### src/rtl/run_ctrl_pkg.sv
// run_ctrl_pkg: shared types and constants for the run sequencer.
//   - state_t       : sequencer states (IDLE, LAUNCH, FILL, RUN, DONE)
//   - BR_OP_DEF     : default opcode of the branch instruction form
//   - HALT_INSTR_DEF: default full instruction word that ends a program
//   - field slices  : opcode Instr[8:6], branch offset Instr[5:0]
package run_ctrl_pkg;

    typedef enum logic [2:0] {
        IDLE   = 3'd0,
        LAUNCH = 3'd1,
        FILL   = 3'd2,
        RUN    = 3'd3,
        DONE   = 3'd4
    } state_t;

    localparam logic [2:0] BR_OP_DEF      = 3'b111;
    localparam logic [8:0] HALT_INSTR_DEF = 9'h1FF;

    localparam int OPC_HI = 8;
    localparam int OPC_LO = 6;
    localparam int OFS_HI = 5;
    localparam int OFS_LO = 0;

    localparam int NUM_PROGS = 4;

    function automatic logic [2:0] opcode_of(input logic [8:0] instr);
        return instr[OPC_HI:OPC_LO];
    endfunction

    function automatic logic [5:0] offset_of(input logic [8:0] instr);
        return instr[OFS_HI:OFS_LO];
    endfunction

endpackage

### src/rtl/run_cycle_counter.sv
// run_cycle_counter: 16-bit RUN-cycle counter.
//   clk   in  : clock
//   rst   in  : asynchronous active-high reset (count -> 0)
//   clr   in  : synchronous clear (has priority over inc)
//   inc   in  : increment enable; the count saturates at 16'hFFFF
//   count out : current count
//   last  out : count equals MAX_CYCLES-1, i.e. the next counted cycle is the final one
module run_cycle_counter
    import run_ctrl_pkg::*;
#(
    parameter logic [15:0] MAX_CYCLES = 16'd4000
) (
    input  logic        clk,
    input  logic        rst,
    input  logic        clr,
    input  logic        inc,
    output logic [15:0] count,
    output logic        last
);

    logic [15:0] count_reg;
    logic [15:0] count_next;

    always_comb begin
        count_next = count_reg;
        if (clr) begin
            count_next = '0;
        end else if (inc && (count_reg != 16'hFFFF)) begin
            count_next = count_reg + 16'd1;
        end
    end

    always_ff @(posedge clk or posedge rst) begin
        if (rst) begin
            count_reg <= '0;
        end else begin
            count_reg <= count_next;
        end
    end

    assign count = count_reg;
    assign last  = (count_reg == (MAX_CYCLES - 16'd1));

endmodule

### src/rtl/run_ctrl.sv
// run_ctrl: program sequencer and branch decoder for the fetch unit.
//   CLK         in  : clock
//   Reset       in  : asynchronous active-high reset
//   Req         in  : harness run request (level)
//   Prog_Sel    in  : program select, sampled when a request is accepted
//   PC          in  : fetch PC, used only by the launch assertion
//   Instr       in  : registered-ROM word for the current PC
//   Start       out : one-cycle load strobe to fetch
//   Start_Addr  out : address fetch loads on Start
//   Branch      out : branch request (fetch applies its own Zero qualification)
//   Offset      out : branch offset Instr[5:0], 0 outside RUN
//   Run_En      out : datapath commit enable
//   Ack         out : program finished
//   Timeout     out : finish was forced by MAX_CYCLES
//   Cycle_Count out : RUN cycles of the last/current program
module run_ctrl
    import run_ctrl_pkg::*;
#(
    parameter logic [7:0]  PROG0_ADDR = 8'd0,
    parameter logic [7:0]  PROG1_ADDR = 8'd64,
    parameter logic [7:0]  PROG2_ADDR = 8'd128,
    parameter logic [7:0]  PROG3_ADDR = 8'd192,
    parameter logic [2:0]  BR_OP      = BR_OP_DEF,
    parameter logic [8:0]  HALT_INSTR = HALT_INSTR_DEF,
    parameter logic [15:0] MAX_CYCLES = 16'd4000
) (
    input  logic        CLK,
    input  logic        Reset,
    input  logic        Req,
    input  logic [1:0]  Prog_Sel,
    input  logic [7:0]  PC,
    input  logic [8:0]  Instr,
    output logic        Start,
    output logic [7:0]  Start_Addr,
    output logic        Branch,
    output logic [5:0]  Offset,
    output logic        Run_En,
    output logic        Ack,
    output logic        Timeout,
    output logic [15:0] Cycle_Count
);

    localparam logic [NUM_PROGS*8-1:0] ADDR_TABLE =
        {PROG3_ADDR, PROG2_ADDR, PROG1_ADDR, PROG0_ADDR};

    logic [7:0] prog_addr [NUM_PROGS];

    genvar gi;
    generate
        for (gi = 0; gi < NUM_PROGS; gi++) begin : g_prog_addr
            assign prog_addr[gi] = ADDR_TABLE[gi*8 +: 8];
        end
    endgenerate

    state_t     state_reg;
    state_t     state_next;
    logic [7:0] start_addr_reg;
    logic [7:0] start_addr_next;
    logic       timeout_reg;
    logic       timeout_next;

    logic       cnt_clr;
    logic       cnt_inc;
    logic       cnt_last;

    logic       is_halt;

    assign is_halt = (Instr == HALT_INSTR);

    run_cycle_counter #(
        .MAX_CYCLES (MAX_CYCLES)
    ) u_counter (
        .clk   (CLK),
        .rst   (Reset),
        .clr   (cnt_clr),
        .inc   (cnt_inc),
        .count (Cycle_Count),
        .last  (cnt_last)
    );

    always_ff @(posedge CLK or posedge Reset) begin
        if (Reset) begin
            state_reg      <= IDLE;
            start_addr_reg <= '0;
            timeout_reg    <= 1'b0;
        end else begin
            state_reg      <= state_next;
            start_addr_reg <= start_addr_next;
            timeout_reg    <= timeout_next;
        end
    end

    always_comb begin
        state_next      = state_reg;
        start_addr_next = start_addr_reg;
        timeout_next    = timeout_reg;
        cnt_clr         = 1'b0;
        cnt_inc         = 1'b0;
        Start           = 1'b0;
        Branch          = 1'b0;
        Offset          = '0;
        Run_En          = 1'b0;
        Ack             = 1'b0;

        case (state_reg)
            IDLE: begin
                if (Req) begin
                    start_addr_next = prog_addr[Prog_Sel];
                    timeout_next    = 1'b0;
                    cnt_clr         = 1'b1;
                    state_next      = LAUNCH;
                end
            end
            LAUNCH: begin
                Start      = 1'b1;
                state_next = FILL;
            end
            FILL: begin
                // ROM latency slot: Instr does not yet reflect the new PC.
                state_next = RUN;
            end
            RUN: begin
                Offset = offset_of(Instr);
                if (is_halt) begin
                    // HALT is checked first so it wins over a simultaneous timeout
                    // and its cycle is not counted.
                    state_next = DONE;
                end else begin
                    Run_En  = 1'b1;
                    Branch  = (opcode_of(Instr) == BR_OP);
                    cnt_inc = 1'b1;
                    if (cnt_last) begin
                        timeout_next = 1'b1;
                        state_next   = DONE;
                    end
                end
            end
            DONE: begin
                Ack = 1'b1;
                if (!Req) begin
                    state_next = IDLE;
                end
            end
            default: begin
                state_next = IDLE;
            end
        endcase
    end

    assign Start_Addr = start_addr_reg;
    assign Timeout    = timeout_reg;

    // Fetch must have loaded Start_Addr on the launch edge.
    a_launch_pc: assert property (@(posedge CLK) disable iff (Reset)
        Start |=> (PC == Start_Addr))
        else $error("launch PC differs from Start_Addr");

endmodule

### config.mk
export PLATFORM = sky130hd
export DESIGN_NAME = run_ctrl
export DESIGN_NICKNAME = d
export VERILOG_FILES = /design/src/rtl/run_ctrl_pkg.sv /design/src/rtl/run_cycle_counter.sv /design/src/rtl/run_ctrl.sv
export SDC_FILE = /design/constraint.sdc
export NUM_CORES = 1
export LEC_CHECK = 0
export CAP_MARGIN = 10
export CORE_MARGIN = 3
export CORE_UTILIZATION = 42
export DETAILED_ROUTE_END_ITERATION = 16
export PLACE_DENSITY = 0.81
export SYNTH_ARGS = -nofsm -noshare
export SYNTH_HDL_FRONTEND = slang
export SYNTH_HIERARCHICAL = 1
export SYNTH_SLANG_ARGS = --single-unit
### constraint.sdc
create_clock -name CLK -period 2.65 [get_ports CLK]
set_input_delay 0.53 -clock CLK [delete_from_list [all_inputs] [get_ports CLK]]
set_output_delay 0.53 -clock CLK [all_outputs]
set_load 0.02 [all_outputs]
==> results of run 1 <==
[Yosys cell counts, types with 2 or more instances]
| library cell | n |
|---|---|
| sky130_fd_sc_hd__dfrtp_1 | 22 |
| sky130_fd_sc_hd__nor2_1 | 10 |
| sky130_fd_sc_hd__a21oi_1 | 9 |
| sky130_fd_sc_hd__nand4_1 | 9 |
| sky130_fd_sc_hd__nand2_1 | 8 |
| sky130_fd_sc_hd__buf_4 | 7 |
| sky130_fd_sc_hd__and2_2 | 6 |
| sky130_fd_sc_hd__inv_1 | 6 |
| sky130_fd_sc_hd__nor3_1 | 6 |
| sky130_fd_sc_hd__o31ai_1 | 6 |
| sky130_fd_sc_hd__o21ai_0 | 5 |
| sky130_fd_sc_hd__or4_1 | 5 |
| sky130_fd_sc_hd__mux2i_1 | 4 |
| sky130_fd_sc_hd__nor3b_1 | 4 |
| sky130_fd_sc_hd__or3_1 | 4 |
| sky130_fd_sc_hd__a31oi_1 | 2 |
| sky130_fd_sc_hd__mux2_2 | 2 |
| sky130_fd_sc_hd__nand2b_1 | 2 |
| sky130_fd_sc_hd__nand3_1 | 2 |
[placed cells by master (no fill, tap or decap), types with 6 or more instances in the layout]
master	Yosys	final
sky130_fd_sc_hd__nand2_1	8	8
sky130_fd_sc_hd__nand4_1	9	9
sky130_fd_sc_hd__conb_1	1	6
sky130_fd_sc_hd__nor2_1	10	10
sky130_fd_sc_hd__inv_1	6	6
sky130_fd_sc_hd__nor3_1	6	6
sky130_fd_sc_hd__a21oi_1	9	9
sky130_fd_sc_hd__dfrtp_1	22	22
sky130_fd_sc_hd__and2_2	6	6
sky130_fd_sc_hd__clkdlybuf4s50_1	0	41
sky130_fd_sc_hd__o31ai_1	6	6
[layout make-up]
type                            instances  area [µm²]
Tap cell                               44        55.1
Inverter                                6        22.5
Timing Repair Buffer                   47         460
Clock buffer                            3        22.5
Multi-Input combinational cell        110         739
Fill cell                             276        1230
Sequential cell                        22         551
[per-stage QoR]
stage	instance area (µm²)	hold WS, ns	power (µW)	cells	utilization [%]
after detailed placement	1820	0.482	809	229	59.3
after CTS	1850	0.459	953	232	60.0
after global placement	1820	0.469	792	229	59.3
final	1850	0.465	950	232	60.1
after global routing	1850	0.478	1010	232	60.1
after floorplan	1390	0.321	647	148	-
[metal layers]
metal / share of wire, % / up-vias / global-route usage, %
li1: - / 612 / -
met1: 44 / 635 / 22.8
met2: 51 / 44 / 30.3
met3: 5.1 / 2 / 3.21
met4: 0.38 / 0 / 4.96
met5: 0 / - / 0
[logic make-up after synthesis]
| family | after synthesis |
|---|---|
| AO/OA/AOI/OAI | 29 |
| adder cells (fa/ha/maj) | 1 |
| buffers and inverters | 16 |
| flip-flops | 22 |
| multiplexers | 7 |
| other | 1 |
| AND/OR/NAND/NOR | 67 |
[power breakdown]
group          switching, µW  internal (µW)
clock network           94.3           52.9
registers               75.2            384
logic                    174            170
[final timing paths]
check	from	end	slack, ns
min in group CLK	Start_Addr[7]	Start_Addr[7]	0.51
worst max-delay path	Instr[7]	Run_En	0.04
max in group asynchronous	Reset	u_counter/count[9]	1.63
worst min register to register	Start_Addr[7]	Start_Addr[7]	0.51
worst max register to register	state_reg[1]	u_counter/count[15]	0.27
worst min-delay path	Reset	Start_Addr[6]	0.47
==> impl_metrics.env, run 1 <==
export IMPL_status="complete, no violations"
export IMPL_grt_util_all_layers_pct=17.7
export IMPL_fin_ws_ns=0.0409
export IMPL_synth_mux_area_fraction_pct=5.39
export IMPL_crit_cells=4
export IMPL_vias_in_the_first_global_route=1228
export IMPL_top_level_pins=57
export IMPL_global_route_overflow_total=0
export IMPL_cp_data_arrival_time_ns=2.08
export IMPL_drt_initial_drc_count=53
export IMPL_hold_class="in -> async"
export IMPL_placeableCoreArea_um2=3080
export IMPL_post_syn_instances=143
export IMPL_place_gp_congestion=0.778
export IMPL_buffers_and_inverters_on_the_worst_path=2
export IMPL_setup_worst_path_class="in -> out"
export IMPL_power_density_nw_per_um2=514
export IMPL_ctsHtreeMaxLevel=1
export IMPL_max_stage_delay_ns=0.54
export IMPL_largest_register_ffs=16
export IMPL_fp_dieH_um=63.1
export IMPL_rows=20
export IMPL_critical_path_top_cell_by_count="sky130_fd_sc_hd__clkdlybuf4s50_1"
export IMPL_finalHoldViolCount=0
export IMPL_synth_largest_type_area_fraction_pct=40.2
export IMPL_period_needed_ns=2.61
export IMPL_route_detailed_drc=0
export IMPL_rr_worst_depth=6
export IMPL_cts_repair_resize_count=0
export IMPL_synth_compound_area_share_pct=14.3
export IMPL_leakage_uw=0.000750
export IMPL_clkLatencyLatePin_ns=0.30
export IMPL_cts_reportedPaths_clkPinSlew_ns=0.11
export IMPL_detail_route_first_pass_iterations=4
export IMPL_critical_path_endpoint_type="output pin"
export IMPL_detail_route_wirelength_mm=3.45
export IMPL_cts_root_buffer="sky130_fd_sc_hd__clkbuf_4"
export IMPL_cts_tree="done"
export IMPL_timing_slew_headroom_pct=59.2
export IMPL_port_buffer_count=42
export IMPL_max_cap_violations=0
export IMPL_timing_final_max_slew_violations=0
export IMPL_layout_worst_path_cycle_share_pct=98.5
export IMPL_grt_first_pass_wirelength_mm=5.79
export IMPL_routedWlPerCell_um=14.8
export IMPL_antenna_diode_count=0
export IMPL_synthXorXnorAreaFrac_pct=0
export IMPL_final_layout_size_suffix_gt1_share_pct=12.8
export IMPL_fin_nets=213
export IMPL_tns_ns=0
export IMPL_main_combinational_cell_family_by_area_after_synthesis="simple AND/OR/NAND/NOR gates"
export IMPL_cts_repair_timing_setup_buffer_count=0
export IMPL_floorplan_initialDensity_pct=44.5
export IMPL_cts_hold_repair_buffers=0
export IMPL_ys_async_sr_fraction_pct=100
export IMPL_post_drt_via_cell_ratio=5.57
export IMPL_clock_skew_ns=0.00402
export IMPL_tightestPinTransition_ns=0.612
export IMPL_clock_fmax_mhz=383
export IMPL_grt_start_max_net_pins=20
export IMPL_synth_top_cell_by_area="sky130_fd_sc_hd__dfrtp_1"
export IMPL_detailedPlacementHpwl_mm=2.66
export IMPL_synth_fa_ha_area_share_pct=0.913
export IMPL_count_of_unique_library_cells_instantiated_by_yosys=43
export IMPL_netlist_area_pre_place_um2=1370
export IMPL_detail_route_antenna_nets=0
export IMPL_report_final_setup_viol=0
export IMPL_synth_sequential_area_ratio_pct=40.2
export IMPL_ys_top_cells_by_area="sky130_fd_sc_hd__dfrtp_1 (40%), sky130_fd_sc_hd__nand4_1 (4.1%), sky130_fd_sc_hd__buf_4 (3.8%)"
export IMPL_crit_fanout=3
export IMPL_post_synth_and_or_nand_nor_area_fraction_pct=31.6
export IMPL_worstPathCellList="clkdlybuf4s50_1 > nand3_1 > o31a_4 > clkdlybuf4s50_1"
export IMPL_critical_path_top_delay_family="buffers and inverters"
export IMPL_synth_edff_count=0
export IMPL_crit_path_slowest_cell="sky130_fd_sc_hd__clkdlybuf4s50_1"
export IMPL_die_x_um=63.1
export IMPL_unrepaired_setup_endpoints_after_global_routing="no"
export IMPL_clock_tree_buffer_depth=2
export IMPL_antenna_found_initial=0
export IMPL_cts_inserted_buffers=3
export IMPL_dr_total_vias=1293
export IMPL_dominantRegCellSynth="sky130_fd_sc_hd__dfrtp_1"
export IMPL_ys_ff_latch=22
export IMPL_critical_path_startpoint_type="input port"
export IMPL_synthToLayoutAreaGrowth_pct=35.1
export IMPL_power_ir_vdd_worst_v=0.000258
export IMPL_fp_dieArea_um2=3980
export IMPL_worst_slack_at_placement_ns=-0.0278
export IMPL_yosys_warnings=6
export IMPL_worst_endpoint_required_ns=2.12
export IMPL_avg_cell_area_syn_um2=9.58
export IMPL_tritoncts_num_sinks=22
Note: power is estimated with default switching activity, not from simulation.
==> inputs of run 2 (changes only) <==
--- a/config.mk
+++ b/config.mk
@@ -6,10 +6,10 @@
 export NUM_CORES = 1
 export LEC_CHECK = 0
 export CAP_MARGIN = 10
-export CORE_MARGIN = 3
-export CORE_UTILIZATION = 42
+export CORE_UTILIZATION = 46
 export DETAILED_ROUTE_END_ITERATION = 16
-export PLACE_DENSITY = 0.81
+export PLACE_DENSITY = 0.87
+export SETUP_SLACK_MARGIN = 0.15
 export SYNTH_ARGS = -nofsm -noshare
 export SYNTH_HDL_FRONTEND = slang
 export SYNTH_HIERARCHICAL = 1
==> constraint.sdc (replaced) <==
create_clock -name CLK -period 3.2 [get_ports CLK]
set_input_delay 0.64 -clock CLK [delete_from_list [all_inputs] [get_ports CLK]]
set_output_delay 0.64 -clock CLK [all_outputs]
set_load 0.02 [all_outputs]
==> impl_metrics.env, run 2 (synthesis results as in run 1) <==
export IMPL_status="complete, no violations"
export IMPL_layout_commonest_cell="sky130_fd_sc_hd__clkdlybuf4s50_1"
export IMPL_grt_util_all_layers_pct=21.0
export IMPL_hold_class="reg -> reg"
export IMPL_cts_repair_resize_count=0
export IMPL_critical_path_endpoint_type="output pin"
export IMPL_synthToLayoutAreaGrowth_pct=32.4
export IMPL_fp_dieArea_um2=3200
export IMPL_post_drt_via_cell_ratio=5.90
export IMPL_timing_slew_headroom_pct=39.3
export IMPL_route_detailed_drc=0
export IMPL_final_layout_size_suffix_gt1_share_pct=10.8
export IMPL_clock_power_share_pct=18.3
export IMPL_detail_route_antenna_nets=0
export IMPL_die_x_um=56.6
export IMPL_rows=19
export IMPL_crit_fanout=9
export IMPL_clock_fmax_mhz=349
export IMPL_rr_worst_depth=6
export IMPL_antenna_found_initial=0
export IMPL_tritoncts_num_sinks=22
export IMPL_critical_path_startpoint_type="input port"
export IMPL_power_switching_share_pct=35.4
export IMPL_max_stage_delay_ns=0.55
export IMPL_cp_data_arrival_time_ns=2.22
export IMPL_worstPathCellList="clkdlybuf4s50_1 > nand3_1 > o31a_4 > clkdlybuf4s50_1"
export IMPL_combPwrFrac_pct=34.9
export IMPL_detailedPlacementHpwl_mm=2.33
export IMPL_floorplan_initialDensity_pct=49.3
export IMPL_drt_initial_drc_count=49
export IMPL_period_needed_ns=2.86
export IMPL_global_route_overflow_total=0
export IMPL_worst_r2r_setup_slack_ns=0.67
export IMPL_fp_dieH_um=56.6
export IMPL_intPower_uw=528
export IMPL_seq_power_share_pct=46.8
export IMPL_place_gp_congestion=0.770
export IMPL_unrepaired_setup_endpoints_after_global_routing="no"
export IMPL_cts_repair_timing_setup_buffer_count=0
export IMPL_holdPathStages=1
export IMPL_clock_tree_buffer_depth=2
export IMPL_antenna_diode_count=0
export IMPL_cts_root_buffer="sky130_fd_sc_hd__clkbuf_4"
export IMPL_clkLatencyLatePin_ns=0.30
export IMPL_netSwitchingPower_uw=289
export IMPL_grt_start_max_net_pins=20
export IMPL_routed_wl_met3_um=187
export IMPL_vias_in_the_first_global_route=1181
export IMPL_holdWs_ns=0.508
export IMPL_grt_first_pass_wirelength_mm=5.33
export IMPL_power_ir_vdd_worst_v=0.000414
export IMPL_cts_hold_repair_buffers=0
export IMPL_critical_path_top_delay_family="buffers and inverters"
export IMPL_finalHoldViolCount=0
export IMPL_crit_path_slowest_cell="sky130_fd_sc_hd__clkdlybuf4s50_1"
export IMPL_ctsHtreeMaxLevel=1
export IMPL_layout_worst_path_cycle_share_pct=89.5
export IMPL_wl_met2_mm=1.58
export IMPL_detail_route_first_pass_iterations=4
export IMPL_m1WireLength_mm=1.40
export IMPL_cts_inserted_buffers=3
export IMPL_report_final_setup_viol=0
export IMPL_placeableCoreArea_um2=2780
export IMPL_clock_skew_ns=0.00464
export IMPL_dr_total_vias=1274
export IMPL_power_density_nw_per_um2=450
export IMPL_buffers_and_inverters_on_the_worst_path=2
export IMPL_maxUsedRoutingLayer="met4"
export IMPL_worst_endpoint_required_ns=2.56
export IMPL_setup_worst_path_class="in -> out"
export IMPL_port_buffer_count=42
export IMPL_top_level_pins=57
export IMPL_layout_cells_most_common_list="sky130_fd_sc_hd__clkdlybuf4s50_1 (42), sky130_fd_sc_hd__dfrtp_1 (22), sky130_fd_sc_hd__nor2_1 (10)"
export IMPL_fin_nets=209
export IMPL_tightestPinTransition_ns=0.903
export IMPL_max_cap_violations=0
export IMPL_critical_path_top_cell_by_count="sky130_fd_sc_hd__clkdlybuf4s50_1"
export IMPL_cts_tree="done"
export IMPL_largest_register_ffs=16
export IMPL_crit_cells=4
export IMPL_cts_reportedPaths_clkPinSlew_ns=0.11
export IMPL_routedWlPerCell_um=14.8
export IMPL_tns_ns=0
export IMPL_timing_final_max_slew_violations=0
export IMPL_leakage_uw=0.000723
export IMPL_detail_route_wirelength_mm=3.19
run 2: cell types whose count changed in the layout (fill, tap and decap cells not counted), sizes merged:
cell,delta
buf,-4
clkdlybuf4s50,+1
dlymetal6s2s,-1
clkbuf,+1
run 2: power groups by stage:
stage               combinational [µW]  sequential (µW)  clock [µW]
floorplan                          113              423           0
global placement                   274              382           0
detailed placement                 283              388           0
CTS                                284              383         156
global route                       304              393         164
finish                             285              382         150
run 2: final timing paths:
path / from / endpoint
max: Instr[7] / Run_En
min: Start_Addr[7] / Start_Addr[7]
max reg2reg: state_reg[2] / u_counter/count[15]
min reg2reg: Start_Addr[7] / Start_Addr[7]
max in group asynchronous: Reset / u_counter/count[7]
min in group asynchronous: Reset / state_reg[0]
run 2: per-layer routing:
layer  track usage, %  up-vias
li1                 -      602
met5                0        -
met2             37.6       47
met3             2.76        2
met4             6.27        0
met1             26.1      623
run 2: worst reg2reg max path, delay by kind of cell (launching register included):
family / cells / cell delay (ns)
AND/OR/NAND/NOR: 4 / 1.59
flip-flops: 1 / 0.47
AO/OA/AOI/OAI: 2 / 0.41
run 2: layout make-up:
| cell class | instances | area (µm²) |
|---|---|---|
| timing repair buffer | 43 | 428 |
| multi-input combinational | 110 | 738 |
| inverter | 6 | 22.5 |
| tap | 31 | 38.8 |
| fill | 242 | 967 |
| clock buffer | 4 | 36.3 |
| sequential | 22 | 551 |
run 2: stage by stage:
step / total power, µW / instance area, µm² / instances / setup WS, ns / utilization, %
after detailed placement: 671 / 1780 / 212 / 0.338 / 63.9
final: 817 / 1810 / 216 / 0.336 / 65.2
after CTS: 823 / 1810 / 216 / 0.333 / 65.2
after global routing: 861 / 1810 / 216 / 0.282 / 65.2
after global placement: 656 / 1780 / 212 / 0.359 / 63.9
after floorplan: 536 / 1390 / 148 / 0.907 / -
==> inputs of run 3 (changes only) <==
--- a/config.mk
+++ b/config.mk
@@ -8,8 +8,10 @@
 export CAP_MARGIN = 10
 export CORE_UTILIZATION = 46
 export DETAILED_ROUTE_END_ITERATION = 16
+export GPL_TIMING_DRIVEN = 0
 export PLACE_DENSITY = 0.87
 export SETUP_SLACK_MARGIN = 0.15
+export SKIP_LAST_GASP = 1
 export SYNTH_ARGS = -nofsm -noshare
 export SYNTH_HDL_FRONTEND = slang
 export SYNTH_HIERARCHICAL = 1
==> impl_metrics.env, run 3 (synthesis results as in run 1) <==
export IMPL_clkLatencyLatePin_ns=0.30
export IMPL_report_final_setup_viol=0
export IMPL_power_density_nw_per_um2=424
export IMPL_synthToLayoutAreaGrowth_pct=36.5
export IMPL_route_detailed_drc=0
export IMPL_cts_hold_repair_buffers=0
export IMPL_tightestPinTransition_ns=0.814
export IMPL_detail_route_wirelength_mm=3.24
export IMPL_max_cap_violations=0
export IMPL_clock_tree_buffer_depth=2
export IMPL_die_x_um=56.6
export IMPL_cp_data_arrival_time_ns=2.24
export IMPL_leakage_uw=0.000765
export IMPL_timing_slew_headroom_pct=45.3
export IMPL_cts_root_buffer="sky130_fd_sc_hd__clkbuf_4"
export IMPL_detailedPlacementHpwl_mm=2.48
export IMPL_crit_fanout=9
export IMPL_cts_reportedPaths_clkPinSlew_ns=0.11
export IMPL_netSwitchingPower_uw=286
export IMPL_fp_dieArea_um2=3200
export IMPL_layout_cells_most_common_list="sky130_fd_sc_hd__clkdlybuf4s50_1 (42), sky130_fd_sc_hd__dfrtp_1 (22), sky130_fd_sc_hd__nor2_1 (10)"
export IMPL_cts_repair_resize_count=0
export IMPL_status="complete, no violations"
export IMPL_top_level_pins=57
export IMPL_timing_final_max_slew_violations=0
export IMPL_combPwrFrac_pct=36.7
export IMPL_clock_power_share_pct=15.3
export IMPL_hold_class="reg -> reg"
export IMPL_floorplan_initialDensity_pct=49.3
export IMPL_layout_cell_area_non_filler_um2=1870
export IMPL_rows=19
export IMPL_dr_total_vias=1304
export IMPL_clock_fmax_mhz=347
export IMPL_power_switching_share_pct=36.0
export IMPL_fp_dieH_um=56.6
export IMPL_critical_path_startpoint_type="input port"
export IMPL_vias_in_the_first_global_route=1228
export IMPL_largest_register_ffs=16
export IMPL_post_drt_via_cell_ratio=5.82
export IMPL_grt_start_max_net_pins=17
export IMPL_detail_route_antenna_nets=0
export IMPL_cts_inserted_buffers=3
export IMPL_detail_route_first_pass_iterations=4
export IMPL_power_ir_vdd_worst_v=0.000352
export IMPL_port_buffer_count=42
export IMPL_unrepaired_setup_endpoints_after_global_routing="no"
export IMPL_seq_power_share_pct=48.0
export IMPL_tns_ns=0
export IMPL_tritoncts_num_sinks=22
export IMPL_dpl_cell_area_um2=1850
export IMPL_worst_endpoint_required_ns=2.56
export IMPL_grt_util_all_layers_pct=21.7
export IMPL_finalHoldViolCount=0
export IMPL_global_route_overflow_total=0
export IMPL_layout_worst_path_cycle_share_pct=90.0
export IMPL_final_layout_size_suffix_gt1_share_pct=14.0
export IMPL_clock_skew_ns=0.00574
export IMPL_antenna_diode_count=0
export IMPL_period_needed_ns=2.88
export IMPL_worst_r2r_setup_slack_ns=0.77
export IMPL_intPower_uw=508
export IMPL_cts_repair_timing_setup_buffer_count=0
export IMPL_fin_nets=218
export IMPL_grt_first_pass_wirelength_mm=5.45
export IMPL_placeableCoreArea_um2=2780
export IMPL_critical_path_endpoint_type="output pin"
export IMPL_routedWlPerCell_um=14.5
export IMPL_setup_worst_path_class="in -> out"
export IMPL_cts_tree="done"
export IMPL_layout_commonest_cell="sky130_fd_sc_hd__clkdlybuf4s50_1"
export IMPL_ctsHtreeMaxLevel=1
export IMPL_antenna_found_initial=0
export IMPL_place_gp_congestion=0.793
export IMPL_drt_initial_drc_count=29
## run 3: cell types whose count changed in the layout (fill, tap and decap cells not counted), sizes merged
cell	before	now
dlygate4sd1	0	1
clkbuf	4	3
buf	1	9
## run 3: area by class of cell
type | count | area [µm²]
well taps | 31 | 38.8
flip-flops and latches | 22 | 551
multi-input cells | 110 | 738
inverters | 6 | 22.5
plain buffers | 10 | 77.6
fillers | 241 | 911
repair buffers | 42 | 420
clock buffers | 3 | 22.5
## run 3: final timing paths
path / end / from / depth (start not counted)
worst max register to register: u_counter/count[11] / state_reg[2] / 8
worst min-delay path: Timeout / Timeout / 1
worst min register to register: Timeout / Timeout / 1
min in group asynchronous: state_reg[0] / Reset / 2
worst max-delay path: Run_En / Instr[7] / 4
max in group asynchronous: u_counter/count[3] / Reset / 2
## run 3: metal layers
layer | up-vias | wire length (µm) | track usage [%] | part of all wire [%]
li1 | 619 | - | - | -
met1 | 629 | 1320 | 27.2 | 41
met2 | 54 | 1670 | 38.0 | 52
met3 | 2 | 237 | 3.69 | 7.3
met4 | 0 | 12 | 6.27 | 0.37
met5 | - | 0 | 0 | 0
## run 3: power by group through the flow
stage,logic [µW],clock network (µW),registers (µW)
after floorplan,113,0,423
after global placement,282,0,383
after detailed placement,291,0,387
after CTS,294,127,381
after global routing,314,143,390
final,291,121,380
## run 3: worst max-delay path, cell delays in order
cell,delay (ns)
sky130_fd_sc_hd__clkdlybuf4s50_1,0.47
sky130_fd_sc_hd__nand3_1,0.14
sky130_fd_sc_hd__o31a_4,0.43
sky130_fd_sc_hd__clkdlybuf4s50_1,0.55
## run 3: metrics by stage
step                      setup WS (ns)  utilization, %  total power [µW]  cells  hold slack [ns]
after floorplan                   0.907               -               536    148            0.431
after global placement            0.356            66.4               665    221            0.468
after detailed placement          0.336            66.4               678    221            0.509
after CTS                         0.324            67.3               802    224            0.535
after global routing              0.285            67.3               847    224            0.570
final                             0.322            67.3               793    224            0.530
